<file path="src/rtl/seven_seg_pkg.sv">
// Shared seven-segment definitions: glyph table, bus bit positions,
// capture FSM states and small helpers.
package seven_seg_pkg;

    localparam int SEL_IDX     = 7;
    localparam int SEG_MSB_IDX = 6;
    localparam int SEG_LSB_IDX = 0;

    localparam logic SEL_LSB = 1'b1;

    // Active-high glyphs, bit0 = segment a ... bit6 = segment g
    localparam logic [6:0] GLYPH_0 = 7'h3F;
    localparam logic [6:0] GLYPH_1 = 7'h06;
    localparam logic [6:0] GLYPH_2 = 7'h5B;
    localparam logic [6:0] GLYPH_3 = 7'h4F;
    localparam logic [6:0] GLYPH_4 = 7'h66;
    localparam logic [6:0] GLYPH_5 = 7'h6D;
    localparam logic [6:0] GLYPH_6 = 7'h7D;
    localparam logic [6:0] GLYPH_7 = 7'h07;
    localparam logic [6:0] GLYPH_8 = 7'h7F;
    localparam logic [6:0] GLYPH_9 = 7'h6F;
    localparam logic [6:0] GLYPH_A = 7'h77;
    localparam logic [6:0] GLYPH_B = 7'h7C;
    localparam logic [6:0] GLYPH_C = 7'h39;
    localparam logic [6:0] GLYPH_D = 7'h5E;
    localparam logic [6:0] GLYPH_E = 7'h79;
    localparam logic [6:0] GLYPH_F = 7'h71;

    typedef enum logic {
        WAIT_FIRST  = 1'b0,
        WAIT_SECOND = 1'b1
    } cap_state_t;

    function automatic logic is_bcd(input logic [3:0] nib);
        return nib <= 4'd9;
    endfunction

endpackage

</file>
<file path="src/rtl/seven_seg_unhex.sv">
// Inverse of the glyph table: active-high segment pattern to nibble.
// Anything that is not one of the sixteen hex glyphs drops hit.
import seven_seg_pkg::*;

module seven_seg_unhex (
    input  logic [6:0] pattern,
    output logic [3:0] nibble,
    output logic       hit
);

    always_comb begin
        nibble = 4'h0;
        hit    = 1'b1;
        case (pattern)
            GLYPH_0: nibble = 4'h0;
            GLYPH_1: nibble = 4'h1;
            GLYPH_2: nibble = 4'h2;
            GLYPH_3: nibble = 4'h3;
            GLYPH_4: nibble = 4'h4;
            GLYPH_5: nibble = 4'h5;
            GLYPH_6: nibble = 4'h6;
            GLYPH_7: nibble = 4'h7;
            GLYPH_8: nibble = 4'h8;
            GLYPH_9: nibble = 4'h9;
            GLYPH_A: nibble = 4'hA;
            GLYPH_B: nibble = 4'hB;
            GLYPH_C: nibble = 4'hC;
            GLYPH_D: nibble = 4'hD;
            GLYPH_E: nibble = 4'hE;
            GLYPH_F: nibble = 4'hF;
            default: hit = 1'b0;
        endcase
    end

endmodule

</file>
<file path="src/rtl/seven_seg_capture.sv">
// Captures a multiplexed two-digit seven-segment bus, debounces each
// digit and reassembles the displayed byte.
import seven_seg_pkg::*;

module seven_seg_capture #(
    parameter int STABLE_CYCLES  = 4,
    parameter int TIMEOUT_CYCLES = 4096
) (
    input  logic       clk,
    input  logic       rst,
    input  logic [7:0] seg_in,
    output logic [7:0] value,
    output logic       value_valid,
    output logic       bcd_ok,
    output logic       decode_err,
    output logic       stale
);

    localparam int RW = $clog2(STABLE_CYCLES + 1);
    localparam int TW = $clog2(TIMEOUT_CYCLES + 1);
    localparam logic [RW-1:0] RUN_MAX = RW'(STABLE_CYCLES);
    localparam logic [TW-1:0] T_MAX   = TW'(TIMEOUT_CYCLES);
    localparam logic [TW-1:0] T_LAST  = TW'(TIMEOUT_CYCLES - 1);

    logic [7:0]    s_q;
    logic [7:0]    s_prev;
    logic [RW-1:0] run;
    logic [RW-1:0] run_next;
    logic          accept;
    logic [TW-1:0] tcnt;
    cap_state_t    state;
    logic [3:0]    held_nib;
    logic          held_sel;
    logic [6:0]    pattern;
    logic [3:0]    nib;
    logic          hit;
    logic          sel;
    logic [7:0]    frame;

    // Accept fires only on the transition into saturation
    always_comb begin
        run_next = run;
        if (s_q != s_prev)
            run_next = RW'(1);
        else if (run != RUN_MAX)
            run_next = run + RW'(1);
        accept = (run_next == RUN_MAX) && (run != RUN_MAX);
    end

    assign pattern = ~s_q[SEG_MSB_IDX:SEG_LSB_IDX];
    assign sel     = s_q[SEL_IDX];

    seven_seg_unhex u_unhex (
        .pattern (pattern),
        .nibble  (nib),
        .hit     (hit)
    );

    always_comb begin
        if (sel == SEL_LSB)
            frame = {held_nib, nib};
        else
            frame = {nib, held_nib};
    end

    always_ff @(posedge clk) begin
        if (rst) begin
            s_q         <= '0;
            s_prev      <= '0;
            run         <= '0;
            tcnt        <= '0;
            state       <= WAIT_FIRST;
            held_nib    <= '0;
            held_sel    <= 1'b0;
            value       <= '0;
            value_valid <= 1'b0;
            bcd_ok      <= 1'b0;
            decode_err  <= 1'b0;
            stale       <= 1'b0;
        end else begin
            s_q         <= seg_in;
            s_prev      <= s_q;
            run         <= run_next;
            value_valid <= 1'b0;
            decode_err  <= 1'b0;
            if (accept) begin
                // Accept beats a coincident timeout
                tcnt  <= '0;
                stale <= 1'b0;
                if (!hit) begin
                    decode_err <= 1'b1;
                    state      <= WAIT_FIRST;
                end else begin
                    unique case (state)
                        WAIT_FIRST: begin
                            held_nib <= nib;
                            held_sel <= sel;
                            state    <= WAIT_SECOND;
                        end
                        WAIT_SECOND: begin
                            if (sel != held_sel) begin
                                value       <= frame;
                                bcd_ok      <= is_bcd(frame[7:4])
                                             && is_bcd(frame[3:0]);
                                value_valid <= 1'b1;
                                state       <= WAIT_FIRST;
                            end else begin
                                held_nib <= nib;
                            end
                        end
                    endcase
                end
            end else if (tcnt != T_MAX) begin
                tcnt <= tcnt + TW'(1);
                if (tcnt == T_LAST) begin
                    stale <= 1'b1;
                    state <= WAIT_FIRST;
                end
            end
        end
    end

endmodule

</file>
<file path="config.mk">
export PLATFORM = sky130hd
export DESIGN_NAME = seven_seg_capture
export DESIGN_NICKNAME = d
export VERILOG_FILES = /design/src/rtl/seven_seg_pkg.sv /design/src/rtl/seven_seg_unhex.sv /design/src/rtl/seven_seg_capture.sv
export SDC_FILE = /design/constraint.sdc
export NUM_CORES = 1
export LEC_CHECK = 0
export BUFFER_PORTS_ARGS = -buffer_cell sky130_fd_sc_hd__buf_4
export CAP_MARGIN = 30
export CORE_AREA = 3 3 68 70
export DETAILED_ROUTE_END_ITERATION = 12
export DIE_AREA = 0 0 71 73
export PLACE_DENSITY = 0.89
export SKIP_CTS_REPAIR_TIMING = 1
export SLEW_MARGIN = 20
export SYNTH_ARGS = -nofsm -noshare
export SYNTH_HDL_FRONTEND = slang
export SYNTH_SLANG_ARGS = --single-unit
</file>
<file path="constraint.sdc">
create_clock -name clk -period 5.11 [get_ports clk]
set_clock_uncertainty 0.2 [all_clocks]
set_input_delay 0.2555 -clock clk [delete_from_list [all_inputs] [get_ports clk]]
set_output_delay 0.2555 -clock clk [all_outputs]
set_load 0.05 [all_outputs]
</file>
# ---- Yosys cells after proc, flatten, opt, wreduce, memory -nomap -nowiden
# Index checks and enable logic that the tools add are counted.
dict set report totals {
  elab_cells 71
  register_bits 50
  out_inout_bits 12
  inputBits 10
}
dict set report classes {
  n_addsub 2
  eq_ne 23
  order_cmp 2
  n_mux 15
  reduce_logical 13
  n_bitwise 4
}
# op count
set op_table {}
lappend op_table {{7-bit == test (second input constant)} 12}
lappend op_table {{4-bit case mux with 15 select lines} 1}
lappend op_table {{16-bit OR reduction} 1}
lappend op_table {{7-bit by 3-bit == test with 1-bit output (second input constant)} 2}
lappend op_table {{7-bit by 6-bit == test with 1-bit output (second input constant)} 2}
lappend op_table {{13-bit by 1-bit adder with 13-bit output (second input constant)} 1}
lappend op_table {{13-bit by 12-bit == test with 1-bit output (second input constant)} 1}
lappend op_table {{13-bit != test (second input constant)} 1}
lappend op_table {{4-bit <= comparator (second input constant)} 2}
lappend op_table {{1-bit two-way mux} 8}
lappend op_table {{8-bit two-way mux} 1}
lappend op_table {{8-bit != test} 1}
lappend op_table {{4-bit case mux with 2 select lines} 1}
lappend op_table {{7-bit NOT} 1}
lappend op_table {{3-bit two-way mux} 2}
lappend op_table {{3-bit AND reduction} 2}
lappend op_table {{4-bit two-way mux} 1}
lappend op_table {{2-bit AND reduction} 2}
lappend op_table {{4-bit AND reduction} 1}
lappend op_table {{2-bit nonzero test} 2}
lappend op_table {{2-bit OR reduction} 2}
lappend op_table {{4-bit OR reduction} 1}
lappend op_table {{3-bit by 1-bit adder with 3-bit output (second input constant)} 1}
lappend op_table {{3-bit == test (second input constant)} 1}
lappend op_table {{6 further kinds} 9}

# ---- Depth between registers and ports, before layout
# Gate-level depths: netlist of the first run.
dict set report depth {
  depth_word 7
  ltp_mapped 8
  mapped_depth_nobuf 7
}

# ---- Modules after synthesis
# Synthesis of the first run repeated with hierarchy kept, for this count alone.
dict set report unflattened {
  cells_unflattened 288
  area_unflattened_um2 2650.0
}
# mod instances area_each_um2 seq_area_each_um2 cells_each
set modules_own_cells {}
lappend modules_own_cells {seven_seg_capture 1 2249.7 1001.0 231}
lappend modules_own_cells {seven_seg_unhex 1 400.4 0.0 57}

# ---- Worst setup path after synthesis of the first run
# Ideal clock, no wire load.
dict set report synth_timing {
  path_kind {register to register}
  start {register s_q[4]}
  end {register value[3]}
  synth_period_minus_slack_ns 2.146
  setup_slack_ns 2.964
  stages_incl_launch_ff 9
  required_time_ns 4.782
  path_buffers 2
  t_arrival_ns 1.819
  setup_time_ns 0.128
  cell_sequence {dfxtp_1 -> buf_2 -> and3b_1 -> o21ai_1 -> o211ai_4 -> o311ai_4 -> buf_6 -> mux2i_1 -> nor2_1}
}
dict set report synth_between {
  elab_chain_len 5
  elab_cells_between_ends 26
  classes_between {eq/ne: 18; mux: 4; bitwise: 1; reduce/logical: 3}
}
# item line_no
set synth_lines {}
lappend synth_lines {{from (decl)} seven_seg_capture.sv:25} ;# logic [7:0] s_q;
lappend synth_lines {{from (signal assigned)} seven_seg_capture.sv:81} ;# s_q <= seg_in;
lappend synth_lines {{7-bit NOT or 8-bit != test (tied branches)} {seven_seg_capture.sv:50, seven_seg_capture.sv:43}}
lappend synth_lines {{7-bit by 6-bit == test with 1-bit output, or another cell as far along} seven_seg_unhex.sv:14} ;# case (pattern)
lappend synth_lines {{16-bit OR reduction (no source line) or 3-bit == test (tied branches)} --}
lappend synth_lines {{1-bit two-way mux or 1-bit logical AND (tied branches)} {seven_seg_unhex.sv:14, seven_seg_capture.sv:47}}
lappend synth_lines {{4-bit AND reduction (no source line)} --}
lappend synth_lines {{to (signal assigned)} seven_seg_capture.sv:102} ;# value <= frame;
lappend synth_lines {{to (decl)} seven_seg_capture.sv:12} ;# output logic [7:0] value,
# Several ways; a longest one is shown, not always the timed one.
# A chain may end at the register's enable or synchronous reset.

# ---- Worst setup path in the final report of the first run
dict set report layout_timing {
  start {register s_q[0]}
  end {register value[3]}
}
# Same word-level chain as after synthesis.

==> flow_summary.yaml, run 1 <==
run_status:
  run_status: "finished with violations"
  violations: "negative hold slack"
floorplanning:
  num_io_pins: 22
  core.rowCount: 23
  coreArea_um2: 4030
  dieArea_um2: 5180
  die_h_um: 73
  die_x_um: 71
  floorplan.initialDensity_pct: 60.5
cts:
  htree_levels: 2
  cts_max_path_buffers: 2
  cts.sinks: 50
  clk_pin_slew_ns: 0.09
  cts_root_buffer: "clkbuf_8"
  cts_tree: "built"
  cts_buffers: 5
  clk_latency_ns: 0.31
place:
  dp_cells: 335
  place.gp.congestion: 0.820
  port_buffers: 21
  place_hpwl_um: 3310
setup_path:
  cpPeakStageDelay_ns: 0.66
  cp-end-kind: "flop"
  crit_path_cell_trace: "and3b_4 > o31ai_4 > o211ai_4 > o311ai_4 > mux2i_1 > nor2_1"
  crit_arrival_ns: 2.66
  cp.required_ns: 5.10
  setup.worst_path.class: "reg2reg"
  crit_slowest_cell: "o311ai_4"
  crit_fanout: 16
  cp_top_family: "compound AO/OA/AOI/OAI gates"
  startpoint_type: "flop"
  path_buf_inv: 0
sta:
  tightest_slew_ns: 0.671
  holdWs_ns: -0.0121
  min_period_ns: 2.67
  rsz0062_at_grt: "false"
  setup_violations: 0
  finalHoldViolCount: 1
  slew_headroom_pct: 55.2
  maxSlewViolCount: 0
  tns_ns: 0
  finalCritPeriodShare_pct: 52.3
  fmax_ghz: 0.374
synth:
  synth_most_common_cell: "dfxtp_1"
  synthDistinctLibCells: 47
  synth_cells: 277
  ys.flop_type: "dfxtp_1"
  syn_avg_cell_area_um2: 8.80
  synth_edf_count: 0
  ys_seq_area_share_pct: 41.0
  synth_top_area_share_pct: 41.0
  synth_largest_area_cell: "dfxtp_1"
  syn_area_um2: 2440
  synth_area_leaders: "dfxtp_1 41%, xor2_1 6.1%, nor2_1 6.0%"
  yosys_warnings: 0
  synth_fp_nets: 291
  synth_common_cells: "50 x dfxtp_1, 39 x nor2_1, 23 x nand2_1"
  async_flop_share_pct: 0
  synth_seq_cells: 50
final_layout:
  antenna_cells: 0
  nFillCells: 321
  fin_cells: 351
  nNetsFinal: 314
  seq_area_um2: 1000
  multi_input_area_um2: 1330
  area_growth_pct: 13.5
  drive_gt1_share_pct: 14.6
power_and_ir_drop:
  p_leak_nw: 1.10
  powerDensity_nw_per_um2: 262
  ir_drop_v: 0.000185
flow_run:
  drv_cap: 0
drt:
  wire_per_inst_um: 13.6
  drt_iter0_markers: 119
  ant_nets: 0
  wirelength_um: 4790
  drc: 0
  first_pass_iters: 4
  via_per_inst: 5.68
  vias: 1992
grt:
  grt_pass1_wl_um: 8290
  first_global_vias: 1896
  grt_antenna_before_repair: 0
  overflow: 0
  grt_max_degree: 36
  grt_use_total_pct: 19.8
min_path:
  min-delay-path-class: "in2reg"
flip-flops by register name, indices dropped and copies added (netlist names):
signal and count:
run 3, stale 1, held_sel 1, value 8
s_prev 8, tcnt 13, s_q 8, decode_err 1
value_valid 1, held_nib 4, state 1, bcd_ok 1
layout make-up:
cell class,count,share of cell area [%]
clock buffers,6,2.98
repair buffers,29,8.50
clock inverters,2,0.587
multi-input cells,204,48.2
well taps,50,2.26
inverters,10,1.36
flip-flops and latches,50,36.1
final timing paths:
path,to,slack [ns],start,cells past startpoint
worst min register to register,value[5],0.26,value[5],2
worst min-delay path,s_q[2],-0.01,seg_in[2],2
worst max-delay path,value[3],2.44,s_q[0],6
worst max register to register,value[3],2.44,s_q[0],6
kinds of logic after synthesis:
logic type,Yosys count,synth area share [%]
flip-flops,50,41.0
AND/OR/NAND/NOR,128,27.9
AO/OA/AOI/OAI,42,13.3
buffers and inverters,23,4.26
multiplexers,9,3.95
adder cells (fa/ha/maj),4,2.05
XOR/XNOR,21,7.54
worst reg2reg max path, delay by kind of cell (launching register included):
| family | cells | cell delay [ns] |
|---|---|---|
| mux | 1 | 0.26 |
| compound gates | 3 | 1.16 |
| flops | 1 | 0.59 |
| simple gates | 2 | 0.35 |
metal layers:
metal	global-route usage [%]	up-vias	wire (um)
met4	8.77	0	96
met1	23.3	940	2090
met5	0	-	0
li1	-	999	-
met2	34.8	42	2410
met3	3.99	11	197
power by group:
part	switching [mW]	internal [mW]	leakage [nW]
combinational	0.0367	0.0333	0.647
clock	0.132	0.112	0.0478
sequential	0.0155	0.398	0.407
layout by cell type, fill, tap and decap left out, types with 9 or more instances in the layout:
master	Yosys	final
nor2_1	39	39
nand2_1	23	23
nor2b_1	22	22
nand3_1	9	9
xor2_1	17	17
buf_4	0	22
dfxtp_1	50	50
a21oi_1	11	11
inv_1	9	9
per-stage QoR:
stage / utilization (%) / setup slack [ns] / power, mW / hold slack [ns] / cell area [um^2]
after global placement: 64.3 / 2.46 / 0.484 / 0.242 / 2590
after floorplan: - / 2.96 / 0.471 / 0.131 / 2440
after CTS: 66.8 / 2.43 / 0.728 / -0.0506 / 2690
after detailed placement: 64.3 / 2.43 / 0.487 / 0.244 / 2590
final: 68.7 / 2.44 / 0.727 / -0.0121 / 2770
after global routing: 68.7 / 2.21 / 0.758 / 0.0225 / 2770
Power figures use the tool's default switching activity.
==> inputs of run 2 (changes only) <==
--- a/config.mk
+++ b/config.mk
@@ -5,12 +5,13 @@
 export SDC_FILE = /design/constraint.sdc
 export NUM_CORES = 1
 export LEC_CHECK = 0
+export ABC_AREA = 1
 export BUFFER_PORTS_ARGS = -buffer_cell sky130_fd_sc_hd__buf_4
 export CAP_MARGIN = 30
-export CORE_AREA = 3 3 68 70
+export CORE_AREA = 3 3 69 71
 export DETAILED_ROUTE_END_ITERATION = 12
-export DIE_AREA = 0 0 71 73
-export PLACE_DENSITY = 0.89
+export DIE_AREA = 0 0 72 74
+export PLACE_DENSITY = 0.87
 export SKIP_CTS_REPAIR_TIMING = 1
 export SLEW_MARGIN = 20
 export SYNTH_ARGS = -nofsm -noshare
==> constraint.sdc (replaced) <==
create_clock -name clk -period 2.5 [get_ports clk]
set_clock_uncertainty 0.2 [all_clocks]
set_input_delay 0.125 -clock clk [delete_from_list [all_inputs] [get_ports clk]]
set_output_delay 0.125 -clock clk [all_outputs]
set_load 0.05 [all_outputs]
==> flow_summary.yaml, run 2 <==
drt:
  drc: 0
  ant_nets: 0
  first_pass_iters: 4
  via_per_inst: 5.08
  wire_per_inst_um: 11.7
  wirelength_um: 5340
  drt_iter0_markers: 132
  vias: 2316
setup_path:
  cp_top_family: "simple AND/OR/NAND/NOR gates"
  cp-end-kind: "flop"
  path_buf_inv: 2
  crit_top_cell: "nand2_1"
  crit_slowest_cell: "dfxtp_1"
  crit_path_cell_trace: "nor2_1 > nand2_1 > inv_1 > nand2_1 > nand2_1 > nor2_1 > nand2_1 > nor2_2 > nor2_2 > buf_4 > nor2_2 > a211oi_2"
  setup.worst_path.class: "reg2reg"
  crit_arrival_ns: 2.24
  cp.required_ns: 2.54
  crit_fanout: 9
  cpPeakStageDelay_ns: 0.39
  startpoint_type: "flop"
sta:
  holdWs_ns: 0.257
  tightest_slew_ns: 0.472
  finalCritPeriodShare_pct: 87.9
  setup_violations: 0
  final.setup.worst_slack_ns: 0.303
  fmax_ghz: 0.455
  rsz0062_at_grt: "false"
  finalHoldViolCount: 0
  tns_ns: 0
  maxSlewViolCount: 0
  min_period_ns: 2.20
  slew_headroom_pct: 68.4
synth:
  ys.flop_type: "dfxtp_1"
  synth_fp_nets: 378
  synth_common_cells: "94 x nand2_1, 60 x nor2_1, 50 x dfxtp_1"
  syn_area_um2: 2460
  synth_edf_count: 0
  synth_largest_area_cell: "dfxtp_1"
  ys_seq_area_share_pct: 40.8
  synth_cells: 364
  synth_seq_cells: 50
  syn_avg_cell_area_um2: 6.75
  synth_area_leaders: "dfxtp_1 41%, nand2_1 14%, nor2_1 9.2%"
  synth_top_area_share_pct: 40.8
  async_flop_share_pct: 0
  synth_most_common_cell: "nand2_1"
  yosys_warnings: 0
  synthDistinctLibCells: 33
power_and_ir_drop:
  p_leak_nw: 1.34
  p_sw_mw: 0.397
  p_seq_share_pct: 55.3
  comb_power_share_pct: 11.0
  powerDensity_nw_per_um2: 516
  ir_drop_v: 0.000527
  p_clk_share_pct: 33.6
  p_int_mw: 1.11
  swShare_pct: 26.4
final_layout:
  regMostFlops: "tcnt"
  area_growth_pct: 18.7
  largest_reg_flops: 13
  nFillCells: 349
  drive_gt1_share_pct: 15.3
  layout_common_cells: "94 x nand2_1, 60 x nor2_1, 50 x dfxtp_1"
  mostFrequentLayoutCell: "nand2_1"
  nNetsFinal: 417
  antenna_cells: 0
floorplanning:
  core.rowCount: 24
  floorplan.initialDensity_pct: 57.2
  coreArea_um2: 4290
  die_h_um: 74
  die_x_um: 72
  dieArea_um2: 5330
  num_io_pins: 22
grt:
  overflow: 0
  grt_max_degree: 24
  first_global_vias: 1996
  grt_use_total_pct: 19.3
  grt_pass1_wl_um: 8050
  grt_antenna_before_repair: 0
run_status:
  run_status: "complete, no violations"
cts:
  clk_latency_ns: 0.31
  cts_root_buffer: "clkbuf_8"
  cts.sinks: 50
  htree_levels: 2
  cts_buffers: 5
  cts_tree: "built"
  clk_pin_slew_ns: 0.10
  cts_max_path_buffers: 2
place:
  post-place-ws_ns: 0.344
  place.gp.congestion: 0.820
  port_buffers: 21
  place_hpwl_um: 3490
flow_run:
  drv_cap: 0
min_path:
  min-delay-path-class: "reg2reg"
[run 2: changes by cell type after synthesis, sizes merged, moves of 6 or more]
cell   delta
a211o     -6
buf       -6
inv      +43
nand2    +76
nor2     +32
nor2b    -22
o21ai    +10
xor2     -12
[run 2: logic make-up (layout without fill, tap and decap cells)]
group | after synthesis | count (layout) | synth area share, %
simple gates | 203 | 203 | 35.7
fa+ha+maj | 4 | 4 | 2.04
flops | 50 | 50 | 40.8
buf+inv | 59 | 99 | 9.42
xor+xnor | 6 | 6 | 2.14
compound gates | 42 | 42 | 9.93
[run 2: path summary, 6_finish.rpt]
check	start	to	slack, ns	cells past startpoint
setup reg to reg	s_q[2]	value[1]	0.30	12
hold reg to reg	stale	stale	0.26	2
setup / recovery	s_q[2]	value[1]	0.30	12
hold / removal	stale	stale	0.26	2
[run 2: cell type report]
type,count,area (um^2),area share (%)
clock buffers,6,82.6,2.83
clock inverters,2,16.3,0.558
inverters,52,195,6.69
multi-input cells,255,1220,42.0
flip-flops and latches,50,1000,34.3
well taps,52,65.1,2.23
repair buffers,39,333,11.4
[run 2: metal layers]
layer / vias up / routed length (um) / global-route usage (%)
met3: 13 / 269 / 5.54
met4: 0 / 132 / 7.72
met1: 1030 / 2280 / 22.6
li1: 1213 / - / -
met5: - / 0 / 0
met2: 60 / 2660 / 33.6
[run 2: power groups by stage]
stage	Sequential (mW)	Combinational [mW]	Clock, mW
floorplan	0.845	0.109	0
global placement	0.850	0.137	0
detailed placement	0.851	0.141	0
CTS	0.832	0.142	0.513
global route	0.836	0.187	0.552
finish	0.833	0.166	0.506
[run 2: worst register-to-register path: cells and delay by family (launching register included)]
family	cells	cell delay (ns)
AO/OA/AOI/OAI	1	0.12
buffers and inverters	2	0.32
flip-flops	1	0.39
AND/OR/NAND/NOR	9	1.11
[run 2: stage by stage]
step | utilization [%] | total power, mW | instance area, um^2 | cells
floorplan | - | 0.954 | 2460 | 364
detailed placement | 61.9 | 0.992 | 2660 | 432
global route | 67.9 | 1.57 | 2920 | 456
CTS | 64.2 | 1.49 | 2760 | 440
finish | 67.9 | 1.51 | 2920 | 456
global placement | 61.9 | 0.987 | 2660 | 432
